**src/rtl/fetch_unit.sv**
```systemverilog
// Program-counter / instruction-fetch sequencer with a halt/step run-control FSM.
// Optional return-address stack enabled by defining FETCH_UNIT_RAS_EN.
module fetch_unit #(
    parameter int              PC_W      = 16,
    parameter int              OFF_W     = 8,
    parameter logic [PC_W-1:0] RESET_PC  = '0,
    parameter int              RAS_DEPTH = 4
) (
    input  logic                         clk,
    input  logic                         Init_n,
    input  logic                         Start,
    input  logic                         Halt,
    input  logic                         Run,
    input  logic                         Step,
    input  logic                         Branch_rel,
    input  logic                         ALU_zero,
    input  logic [OFF_W-1:0]             Offset,
    input  logic                         Jump_abs,
    input  logic                         Call,
    input  logic                         Ret,
    input  logic [PC_W-1:0]              Target,
    output logic [PC_W-1:0]              PC,
    output logic                         Halted,
    output logic [$clog2(RAS_DEPTH):0]   Ras_count,
    output logic                         Ras_ovf,
    output logic                         Ras_udf
);

    localparam int PTR_W = $clog2(RAS_DEPTH);
    localparam int CNT_W = PTR_W + 1;

    typedef enum logic {
        ST_RUN    = 1'b0,
        ST_HALTED = 1'b1
    } state_t;

    state_t          r_state, w_state_next;
    logic [PC_W-1:0] r_pc, w_pc_next;
    logic [PC_W-1:0] w_pc_inc;
    logic [PC_W-1:0] w_off_ext;
    logic            w_push, w_pop, w_clear;
    logic            w_ovf_set, w_udf_set;
    logic [PC_W-1:0] w_ras_top;
    logic [CNT_W-1:0] w_ras_cnt;

    assign w_pc_inc  = r_pc + 1'b1;
    assign w_off_ext = PC_W'($signed(Offset));

    always_ff @(posedge clk or negedge Init_n) begin
        if (!Init_n) begin
            r_state <= ST_RUN;
            r_pc    <= RESET_PC;
        end else begin
            r_state <= w_state_next;
            r_pc    <= w_pc_next;
        end
    end

    always_comb begin
        w_state_next = r_state;
        w_pc_next    = w_pc_inc;
        w_push       = 1'b0;
        w_pop        = 1'b0;
        w_clear      = 1'b0;
        w_ovf_set    = 1'b0;
        w_udf_set    = 1'b0;
        if (Start) begin
            w_state_next = ST_RUN;
            w_pc_next    = RESET_PC;
            w_clear      = 1'b1;
        end else if (Halt) begin
            w_state_next = ST_HALTED;
            w_pc_next    = r_pc;
        end else if (r_state == ST_HALTED) begin
            if (Run) begin
                w_state_next = ST_RUN;
            end
            w_pc_next = Step ? w_pc_inc : r_pc;
        end else if (Ret) begin
`ifdef FETCH_UNIT_RAS_EN
            // An empty stack falls through to sequential fetch.
            if (w_ras_cnt != '0) begin
                w_pc_next = w_ras_top;
                w_pop     = 1'b1;
            end else begin
                w_udf_set = 1'b1;
            end
`endif
        end else if (Call) begin
            w_pc_next = Target;
`ifdef FETCH_UNIT_RAS_EN
            w_push    = 1'b1;
            w_ovf_set = (w_ras_cnt == CNT_W'(RAS_DEPTH));
`endif
        end else if (Jump_abs) begin
            w_pc_next = Target;
        end else if (Branch_rel && ALU_zero) begin
            w_pc_next = r_pc + w_off_ext;
        end
    end

`ifdef FETCH_UNIT_RAS_EN
    logic [PC_W-1:0]  r_ras [RAS_DEPTH];
    logic [PTR_W-1:0] r_wp;
    logic [CNT_W-1:0] r_cnt;
    logic             r_ovf, r_udf;
    logic [PTR_W-1:0] w_top_idx;

    assign w_top_idx = r_wp - 1'b1;
    assign w_ras_top = r_ras[w_top_idx];
    assign w_ras_cnt = r_cnt;

    // Circular storage: when full, the write slot is the oldest entry.
    always_ff @(posedge clk) begin
        if (w_push) begin
            r_ras[r_wp] <= w_pc_inc;
        end
    end

    always_ff @(posedge clk or negedge Init_n) begin
        if (!Init_n) begin
            r_wp  <= '0;
            r_cnt <= '0;
            r_ovf <= 1'b0;
            r_udf <= 1'b0;
        end else if (w_clear) begin
            r_wp  <= '0;
            r_cnt <= '0;
            r_ovf <= 1'b0;
            r_udf <= 1'b0;
        end else begin
            if (w_push) begin
                r_wp <= r_wp + 1'b1;
                if (r_cnt != CNT_W'(RAS_DEPTH)) begin
                    r_cnt <= r_cnt + 1'b1;
                end
            end else if (w_pop) begin
                r_wp  <= w_top_idx;
                r_cnt <= r_cnt - 1'b1;
            end
            if (w_ovf_set) r_ovf <= 1'b1;
            if (w_udf_set) r_udf <= 1'b1;
        end
    end

    assign Ras_count = r_cnt;
    assign Ras_ovf   = r_ovf;
    assign Ras_udf   = r_udf;
`else
    assign w_ras_top = '0;
    assign w_ras_cnt = '0;
    assign Ras_count = '0;
    assign Ras_ovf   = 1'b0;
    assign Ras_udf   = 1'b0;
`endif

    assign PC     = r_pc;
    assign Halted = (r_state == ST_HALTED);

endmodule

```
**config.mk**
```make
export PLATFORM = sky130hd
export DESIGN_NAME = fetch_unit
export DESIGN_NICKNAME = d
export VERILOG_FILES = /design/src/rtl/fetch_unit.sv
export SDC_FILE = /design/constraint.sdc
export NUM_CORES = 1
export LEC_CHECK = 0
export ABC_AREA = 1
export ABC_CLOCK_PERIOD_IN_PS = 2000
export CORE_ASPECT_RATIO = 1.2
export CORE_MARGIN = 8
export CORE_UTILIZATION = 40
export CTS_CLUSTER_DIAMETER = 150
export DETAILED_ROUTE_END_ITERATION = 10
export PLACE_DENSITY_LB_ADDON = 0.05
export SYNTH_ARGS = -nofsm -noshare
export SYNTH_HDL_FRONTEND = slang
export SYNTH_SLANG_ARGS = --single-unit
```
**constraint.sdc**
```tcl
create_clock -name clk -period 2 [get_ports clk]
set_clock_uncertainty 0.05 [all_clocks]
set_input_delay 0.4 -clock clk [delete_from_list [all_inputs] [get_ports clk]]
set_output_delay 0.4 -clock clk [all_outputs]
set_load 0.02 [all_outputs]
```
=== Yosys cells after proc, flatten, opt, wreduce, memory -nomap -nowiden ===
Cells that the tools add are included.

* Bits in registers: 17
* Word-level logic and storage cells: 20

* Reductions and logical operators: 2
* Add/sub/neg operators: 2
* Equal/unequal tests: 2
* Muxes and demuxes: 12

{| class="wikitable"
|+ Operators by type and width
! operator !! number
|-
| $mux 16 || 8
|-
| $add 16x1->16 const B || 1
|-
| $add 16x16->16 || 1
|-
| $mux 1 || 4
|-
| $ne 3x3->1 const B || 1
|-
| $ne 2x2->1 const B || 1
|-
| $reduce_and 2->1 || 1
|-
| $logic_and 1x1->1 || 1
|}

=== Depth between registers and ports, before layout ===
Gate-level depths: netlist of the first run.

* Word-level depth: 8
* Depth in mapped cells: 14
* Gate-level depth less buffers: 14

=== Least setup slack after synthesis of the first run ===
Ideal clock, no wire load.

* Kind: reg2reg
* Start point: reg r_pc[0] (netlist: PC[0])
* End point: reg r_pc[12] (netlist: PC[12])
* Arrival time: 1.833 ns
* Cell stages (with the launch flop): 14
* Setup slack: 0.000 ns
* Clock period less this slack: 2.000 ns
* Path buffers: 0
* Path through: dfrtp_1 > ha_1 > inv_1 > fa_1 > inv_1 > nand3_1 > nand3_1 > nand3_1 > nand4_1 > nand3_1 > nand2_1 > nand2_1 > nand2_1 > nand2_1

* Longest elaborated chain between the ends: 8

{| class="wikitable"
|+ Ends and longest elaborated chain
! what !! line !! text
|-
| from (decl) || 38 || <nowiki>logic [PC_W-1:0] r_pc, w_pc_next;</nowiki>
|-
| from (signal assigned) || 55 || <nowiki>r_pc <= w_pc_next;</nowiki>
|-
| $add 16x1->16 / $add 16x16->16 (equally long branches) || 46, 98 ||
|-
| $mux 16 || 97 || <nowiki>end else if (Branch_rel && ALU_zero) begin</nowiki>
|-
| $mux 16 || 95 || <nowiki>end else if (Jump_abs) begin</nowiki>
|-
| $mux 16 || 89 || <nowiki>end else if (Call) begin</nowiki>
|-
| $mux 16 || 79 || <nowiki>end else if (Ret) begin</nowiki>
|-
| $mux 16 (*) || 74 || <nowiki>end else if (r_state == ST_HALTED) begin</nowiki>
|-
| $mux 16 (*) || 71 || <nowiki>end else if (Halt) begin</nowiki>
|-
| $mux 16 (*) || 67 || <nowiki>if (Start) begin</nowiki>
|}

Mark *: on every way between the ends. The rest lies on a longest branch, timed or not. The select of a mux whose other input is x is not followed.
A chain may end at the register's enable or synchronous reset.

=== Final worst setup path of the first run ===
* Start point: reg r_pc[3] (netlist: PC[3])
* End point: out PC[3]

{| class="wikitable"
|+ RTL lines
! what !! line !! text
|-
| to (decl) || 22 || <nowiki>output logic [PC_W-1:0] PC,</nowiki>
|}

No word-level cell between the ends.

==> results of run 1 <==
## critical path: cells and delay by family (launching register included)
kind | cells | cell delay, ns
buf+inv | 2 | 0.79
flops | 1 | 0.45
## how the worst max path moves through the flow
stage | to | startpoint | slack, ns | depth (start not counted)
2_1_floorplan | PC[12]$_DFFE_PN0P_ | PC[0]$_DFFE_PN0P_ | 0.0001 | 13
5_1_grt | PC[14]$_DFFE_PN0P_ | PC[6]$_DFFE_PN0P_ | 0.003 | 13
6_report | PC[3] | PC[3]$_DFFE_PN0P_ | 0.05 | 2
4_1_cts | PC[11]$_DFFE_PN0P_ | Offset[6] | 0.01 | 14
3_5_place_dp | PC[14]$_DFFE_PN0P_ | Offset[7] | -0.44 | 16
3_3_place_gp | PC[14]$_DFFE_PN0P_ | Offset[7] | -0.41 | 16
## cells in the final DEF (no fill, tap or decap), types with 2 or more instances in the layout
cell type / n
dlymetal6s2s_1: 6
nand3_4: 2
o22ai_1: 2
ha_4: 11
nand3_2: 6
nand2_1: 146
nor3_1: 3
o21ai_0: 9
xor2_1: 11
clkdlybuf4s50_1: 43
nand3_1: 32
inv_2: 9
nor3_2: 2
ha_2: 2
inv_1: 60
o21ai_1: 4
nand2_2: 18
a21oi_1: 29
buf_6: 2
nor2_2: 9
a21oi_2: 4
nor2_1: 22
dfrtp_1: 16
buf_4: 42
conb_1: 5
nand4_1: 6
nor2_4: 3
clkbuf_8: 3
ha_1: 3
## power groups by stage
| stage | Combinational [µW] | Clock, µW | Sequential [µW] |
|---|---|---|---|
| 2_1_floorplan | 334 | 0 | 433 |
| 3_3_place_gp | 681 | 0 | 395 |
| 3_5_place_dp | 690 | 0 | 395 |
| 4_1_cts | 745 | 284 | 393 |
| 5_1_grt | 853 | 296 | 398 |
| 6_report | 773 | 277 | 396 |
## registers in the layout, summed over array words and instances (netlist names)
register	count
PC	16
Halted	1
## through the flow
stage               hold WS [ns]  total power (µW)  std cells  utilization [%]
global route               0.449              1550        607             61.7
global placement           0.554              1080        599             55.8
finish                     0.414              1450        607             61.7
CTS                        0.426              1420        607             60.1
detailed placement         0.560              1080        599             55.8
floorplan                 0.0544               767        437                -
## logic make-up after synthesis
logic type,count (synthesis),share of synthesized area [%]
AO/OA/AOI/OAI,53,11.7
XOR/XNOR,12,4.29
adder cells (fa/ha/maj),17,8.99
buffers and inverters,81,13.2
flip-flops,17,17.4
other,1,0.153
AND/OR/NAND/NOR,252,44.4
## routing by layer
layer	GRT usage, %	part of all wire [%]	vias to the layer above
met5	0	0	-
met4	5.31	1.0	0
met3	1.46	3.0	7
met2	36.3	50	58
met1	24.9	46	1390
li1	-	-	1545
## layout make-up
type	instances	area, µm²	area share, %
well taps	82	103	2.79
repair buffers	96	877	23.8
flip-flops and latches	17	427	11.6
clock buffers	4	45.0	1.22
inverters	69	259	7.03
multi-input cells	339	1970	53.6
## timing repair
action                     CTS  global route
gates cloned                 1             0
setup endpoints to repair   14            13
setup buffers                3             0
pin swaps                   12            10
gates resized for setup     36            26
==> metrics.txt, run 1 <==
Die Wd=87.4 µm; Startpoint Class=flip-flop; clk_lat worst skew=0.26 ns; final cycle utilization of the critical path=97.5%; Buffers on Ports=51; Root Driver=clkbuf_8; Commonest cells post-synth=nand2_1, inv_1, nand3_1, a21oi_1, nor2_1; Initial Utilization=41.0%; Comb power frac=53.4%; Final ANT Viol Nets=0; Core Area=0.00597 mm²; vias per cell=4.94; Most used DFF post-synth=dfrtp_1; worst slack, placed=-0.445 ns; worst path required time=1.55 ns; crit-path max FO=4; total number of vias=3000; instance area after placement=0.00333 mm²; maxcap violations=0; Warnings, synthesis=0; Worst VDD drop=0.538 mV; critical path type=reg -> out; Netlist cell types=32; Avg Inst Size Synth=5.65 µm²; critical path arrival=1.50 ns; Total Routing Usage GR=20.2%; Final Cell Area=0.00368 mm²; most common cell in the netlist=nand2_1; first-pass iteration count of the detailed router=5; Critical-path top delay cell=clkdlybuf4s50_1; io pins=57; initial antenna violation count=0; drt wl/cell=14.2 µm; Slew headroom=62.0%; clock power share=19.2%; FP Rows=31; Final Hold Viols=0; worst reg-to-reg setup slack=0.14 ns; Synth Register Bits=17; unrepaired setup endpoints after global routing=no; final setup fails=0; min Tclk post-route=1.95 ns; FF-to-FF Start=PC[3]$_DFFE_PN0P_; P_int=868 µW; Hold Path Class=in -> async; largest net degree at the start of global routing=23; max-slew violation count=0; CTS buffer count=3; Cell Chain, Critical Path=buf_4, clkdlybuf4s50_1; share of layout cells above drive strength 1=22.9%; Hold-fix buffers, CTS=0; Post-Route WL=8630 µm; DRC viols=0; Max Clk Rate=0.513 GHz; Post-synth EDFFs=0; DIE HEIGHT=102 µm; worst slew pin tran=0.569 ns; die area=0.00889 mm²; Clock Tree Buf Depth=2; Synth area leader=nand2_1; GP Congestion=0.871; status=completed; CTS tree=done; global-route wire length before repair=14100 µm; H-tree Lvls=1; slowest stage delay, CP=0.61 ns; largest cells by area after synthesis=nand2_1, dfrtp_1, inv_1; Sink Count=17; switching share of power=40.0%; PD cells=393 mW/mm²; Worst-path clk slew=0.07 ns; Remaining Overflow, GRT=0; Initial DRC Count=101; worst flop-to-flop path endpoint=PC[9]$_DFFE_PN0P_; post-synthesis sequential area ratio=17.4%; DP HPWL=6710 µm; setup TNS after final layout=0 ns; CP endpoint kind=output port; area share of the largest cell type after synthesis=24.4%; Post-Syn Area=0.00245 mm²; ys async rst share=100%; Worst Slack Setup Final=0.0506 ns; ANT cells=0; vias in the first global route=2956; Syn-to-layout area delta=50.4%; leakage=0.00183 µW; net count reported at finish=578; Post-Syn Instances=433; FF-to-FF path depth=11; # fillers=617; Sequential Power Share=27.4%; P_sw=579 µW
Power figures use the tool's default switching activity.
==> inputs of run 2 (changes only) <==
PLACE_DENSITY = 0.69   (was unset)
PLACE_DENSITY_LB_ADDON = unset   (was 0.05)
SKIP_CTS_REPAIR_TIMING = 1   (was unset)
==> metrics.txt, run 2 (synthesis gave the netlist of run 1 again) <==
leakage=0.00187 µW (was 0.00183 µW); Total Routing Usage GR=18.4% (was 20.2%); worst slew pin tran=0.589 ns (was 0.569 ns); P_int=864 µW (was 868 µW); commonest cells after routing, fill and taps aside=nand2_1, inv_1, clkdlybuf4s50_1 (unchanged); Worst-path clk slew=0.08 ns (was 0.07 ns); CP endpoint kind=output port (unchanged); DRC viols=0 (unchanged); worst flop-to-flop path endpoint=PC[8]$_DFFE_PN0P_ (was PC[9]$_DFFE_PN0P_); status=completed (unchanged); largest net degree at the start of global routing=23 (unchanged); setup TNS after final layout=0 ns (unchanged); Hold Path Class=in -> async (unchanged); DIE HEIGHT=102 µm (unchanged); Comb power frac=53.3% (was 53.4%); final setup fails=0 (unchanged); worst-case hold slack=0.416 ns (was 0.414 ns); Slew headroom=60.7% (was 62.0%); FF-to-FF path depth=14 (was 11); Final Hold Viols=0 (unchanged); maxcap violations=0 (unchanged); drt wl/cell=13.8 µm (was 14.2 µm); Sequential Power Share=27.5% (was 27.4%); Initial Utilization=41.0% (unchanged); DP HPWL=6470 µm (was 6710 µm); CP startpoint=PC[7]$_DFFE_PN0P_ (was PC[3]$_DFFE_PN0P_); first-pass iteration count of the detailed router=4 (was 5); clk_lat worst skew=0.26 ns (about the same); Cell Chain, Critical Path=buf_4, clkdlybuf4s50_1 (unchanged); CTS tree=done (unchanged); Core Area=0.00597 mm² (unchanged); CTS buffer count=3 (unchanged); Placed Cells=597 (was 599); Sink Count=17 (unchanged); Final ANT Viol Nets=0 (unchanged); clock power share=19.2% (about the same); Die Wd=87.4 µm (unchanged); Remaining Overflow, GRT=0 (unchanged); Clock Tree Buf Depth=2 (unchanged); Root Driver=clkbuf_8 (unchanged); H-tree Lvls=1 (unchanged); max reg flops=16 (unchanged); share of layout cells above drive strength 1=21.6% (was 22.9%); GP Congestion=0.940 (was 0.871); initial antenna violation count=0 (unchanged); Post-Route WL=8390 µm (was 8630 µm); P_sw=572 µW (was 579 µW); worst reg-to-reg setup slack=0.09 ns (was 0.14 ns); Worst VDD drop=0.405 mV (was 0.538 mV); min Tclk post-route=1.95 ns (about the same); net count reported at finish=577 (was 578); Critical-path top delay cell=clkdlybuf4s50_1 (unchanged); switching share of power=39.8% (was 40.0%); total number of vias=3009 (was 3000); slowest stage delay, CP=0.61 ns (about the same); final cycle utilization of the critical path=97.7% (was 97.5%); ANT cells=0 (unchanged); io pins=57 (unchanged); commonest non-fill, non-tap cell in the layout=nand2_1 (unchanged); max-slew violation count=0 (unchanged); Max Clk Rate=0.512 GHz (was 0.513 GHz); worst path required time=1.55 ns (about the same); Post-Layout Cell Count=606 (was 607); die area=0.00889 mm² (unchanged); Initial DRC Count=139 (was 101); crit-path max FO=5 (was 4); critical path arrival=1.50 ns (about the same); total power=1440 µW (was 1450 µW); Buffers on Ports=51 (unchanged); vias per cell=4.97 (was 4.94); vias in the first global route=2926 (was 2956); global-route wire length before repair=13200 µm (was 14100 µm); critical path type=reg -> out (unchanged); Critical Path Sink=PC[7] (was PC[3]); FF-to-FF Start=PC[0]$_DFFE_PN0P_ (was PC[3]$_DFFE_PN0P_); PD cells=390 mW/mm² (was 393 mW/mm²); Startpoint Class=flip-flop (unchanged); FP Rows=31 (unchanged); Syn-to-layout area delta=50.2% (was 50.4%)
==> run 2: power by group through the flow <==
stage	Sequential (µW)	Combinational, µW	Clock, µW
3_5_place_dp	395	684	0
4_1_cts	389	690	275
6_report	395	766	275
5_1_grt	397	845	286
3_3_place_gp	395	678	0
2_1_floorplan	433	334	0
==> run 2: metrics by stage <==
stage	setup WS, ns	utilization [%]	area [µm²]
after floorplan	0.000114	-	2460
after global placement	-0.383	56.0	3340
after detailed placement	-0.451	56.0	3340
after CTS	-0.190	56.7	3390
after global routing	-0.0000291	61.6	3680
final	0.0457	61.6	3680
==> run 2: critical path, delay by kind of cell (launching register included) <==
| kind | cells | cell delay, ns |
|---|---|---|
| flops | 1 | 0.46 |
| buf+inv | 2 | 0.79 |
==> run 2: final cells by class <==
| type | instances | area [µm²] |
|---|---|---|
| multi-input combinational | 339 | 1940 |
| fill | 559 | 2300 |
| sequential | 17 | 425 |
| timing repair buffer | 95 | 902 |
| tap | 82 | 103 |
| clock buffer | 4 | 45.0 |
| inverter | 69 | 259 |
==> run 2: how the worst min path moves through the flow <==
stage	startpoint	to	cells after the start
floorplan	Init_n	Halted$_DFF_PN0_	0
global placement	PC[15]$_DFFE_PN0P_	PC[15]$_DFFE_PN0P_	2
detailed placement	PC[15]$_DFFE_PN0P_	PC[15]$_DFFE_PN0P_	2
CTS	Init_n	PC[7]$_DFFE_PN0P_	2
global route	Init_n	PC[7]$_DFFE_PN0P_	2
finish	Init_n	PC[7]$_DFFE_PN0P_	2
==> run 2: routing by layer <==
metal / global-route usage (%) / part of all wire, %
met5: 0 / 0
met4: 5.97 / 1.5
met3: 1.38 / 4.9
met2: 32.7 / 51
met1: 22.6 / 43
==> inputs of run 3 (changes only) <==
CORE_ASPECT_RATIO = unset   (was 1.2)
SKIP_CTS_REPAIR_TIMING = unset   (was 1)
==> metrics.txt, run 3 (synthesis gave the netlist of run 1 again) <==
status=completed (unchanged); initial antenna violation count=0 (unchanged); CTS tree=done (unchanged); FP Rows=28 (was 31); Die Wd=94.2 µm (was 87.4 µm); maxcap violations=0 (unchanged); final cycle utilization of the critical path=99.0% (was 97.7%); Hold Path Class=in -> async (unchanged); global-route wire length before repair=13800 µm (was 13200 µm); Post-Route WL=8460 µm (was 8390 µm); CTS buffer count=3 (unchanged); die area=0.00888 mm² (was 0.00889 mm²); max reg flops=16 (unchanged); Clock Tree Buf Depth=2 (unchanged); max-slew violation count=0 (unchanged); Startpoint Class=flip-flop (unchanged); PD cells=397 mW/mm² (was 390 mW/mm²); Buffers on Ports=51 (unchanged); Hold-fix buffers, CTS=0; DP HPWL=6340 µm (was 6470 µm); Root Driver=clkbuf_8 (unchanged); vias in the first global route=2948 (was 2926); critical path arrival=1.53 ns (was 1.50 ns); CP endpoint kind=output port (unchanged); setup TNS after final layout=0 ns (unchanged); Core Area=0.00592 mm² (was 0.00597 mm²); leakage=0.00182 µW (was 0.00187 µW); Max Clk Rate=0.505 GHz (was 0.512 GHz); Worst-path clk slew=0.08 ns (about the same); Total Routing Usage GR=19.2% (was 18.4%); Final ANT Viol Nets=0 (unchanged); largest net degree at the start of global routing=23 (unchanged); Initial DRC Count=102 (was 139); Worst VDD drop=0.349 mV (was 0.405 mV); clk_lat worst skew=0.26 ns (about the same); unrepaired setup endpoints after global routing=no; Initial Utilization=41.4% (was 41.0%); DIE HEIGHT=94.2 µm (was 102 µm); min Tclk post-route=1.98 ns (was 1.95 ns); total number of vias=2978 (was 3009); io pins=57 (unchanged); share of layout cells above drive strength 1=21.2% (was 21.6%); ANT cells=0 (unchanged); Slew headroom=63.6% (was 60.7%); drt wl/cell=14.2 µm (was 13.8 µm); vias per cell=5.01 (was 4.97); DRC viols=0 (unchanged); Core Util, Final=61.7% (was 61.6%); Syn-to-layout area delta=49.3% (was 50.2%); critical path type=reg -> out (unchanged); crit-path max FO=5 (unchanged); Sink Count=17 (unchanged); commonest non-fill, non-tap cell in the layout=nand2_1 (unchanged); H-tree Lvls=1 (unchanged); first-pass iteration count of the detailed router=4 (unchanged); worst slew pin tran=0.545 ns (was 0.589 ns); Final Hold Viols=0 (unchanged); GP Congestion=0.909 (was 0.940); net count reported at finish=573 (was 577); commonest cells after routing, fill and taps aside=nand2_1, inv_1, clkdlybuf4s50_1 (unchanged); Remaining Overflow, GRT=0 (unchanged); worst path required time=1.55 ns (about the same); final setup fails=0 (unchanged)
==> run 3: cell types whose count changed in the layout (fill, tap and decap cells not counted), moves of 2 or more <==
| cell | before | now |
|---|---|---|
| ha_1 | 7 | 2 |
| ha_4 | 8 | 13 |
| buf_4 | 40 | 36 |
| a21oi_1 | 29 | 31 |
| dlymetal6s2s_1 | 8 | 6 |
==> run 3: through the flow <==
step           instance area, µm²  total power (µW)  cells  worst slack [ns]  hold WS, ns
2_1_floorplan                2460               767    437          0.000114       0.0544
3_3_place_gp                 3310              1070    589            -0.427        0.548
3_5_place_dp                 3310              1070    589            -0.464        0.577
4_1_cts                      3480              1390    594            0.0119        0.425
5_1_grt                      3650              1550    595            0.0132        0.422
6_report                     3650              1450    595            0.0197        0.411
==> run 3: worst paths after layout <==
path | depth (start not counted) | endpoint | start | slack [ns]
worst max-delay path | 2 | PC[5] | PC[5]$_DFFE_PN0P_ | 0.02
worst min-delay path | 2 | Halted$_DFF_PN0_ | Init_n | 0.41
worst max register to register | 12 | PC[9]$_DFFE_PN0P_ | PC[2]$_DFFE_PN0P_ | 0.15
worst min register to register | 2 | PC[15]$_DFFE_PN0P_ | PC[15]$_DFFE_PN0P_ | 0.60
max in group asynchronous | 2 | PC[4]$_DFFE_PN0P_ | Init_n | 1.27
min in group clk | 2 | PC[15]$_DFFE_PN0P_ | PC[15]$_DFFE_PN0P_ | 0.60
==> run 3: layer usage <==
metal / wire (µm) / GRT usage [%]
met1: 3760 / 24.8
met2: 4110 / 32.2
met3: 487 / 1.84
met4: 109 / 6.74
met5: 0 / 0
==> run 3: final cells by class <==
type,count,area [µm²]
clock buffer,4,45.0
fill,587,2270
inverter,69,259
multi-input combinational,339,1980
sequential,17,427
tap,75,93.8
timing repair buffer,91,852
==> run 3: power breakdown <==
group	switching, µW	internal (µW)	leakage, µW	total (µW)
combinational	407	357	0.00157	765
sequential	33.2	366	0.000228	399
clock	144	142	0.0000228	287
==> run 3: critical path, stage by stage, from the launching register on <==
cell and delay, ns:
dfrtp_1 0.46, buf_4 0.18, clkdlybuf4s50_1 0.62
==> run 3: repair_timing <==
item                                    CTS  global route
endpoints found under the hold margin     0             0
endpoints found under the setup margin   11            11
cloned                                    1             0
setup buffers                             0             1
resized for setup                        27            29
pin swaps                                11             7
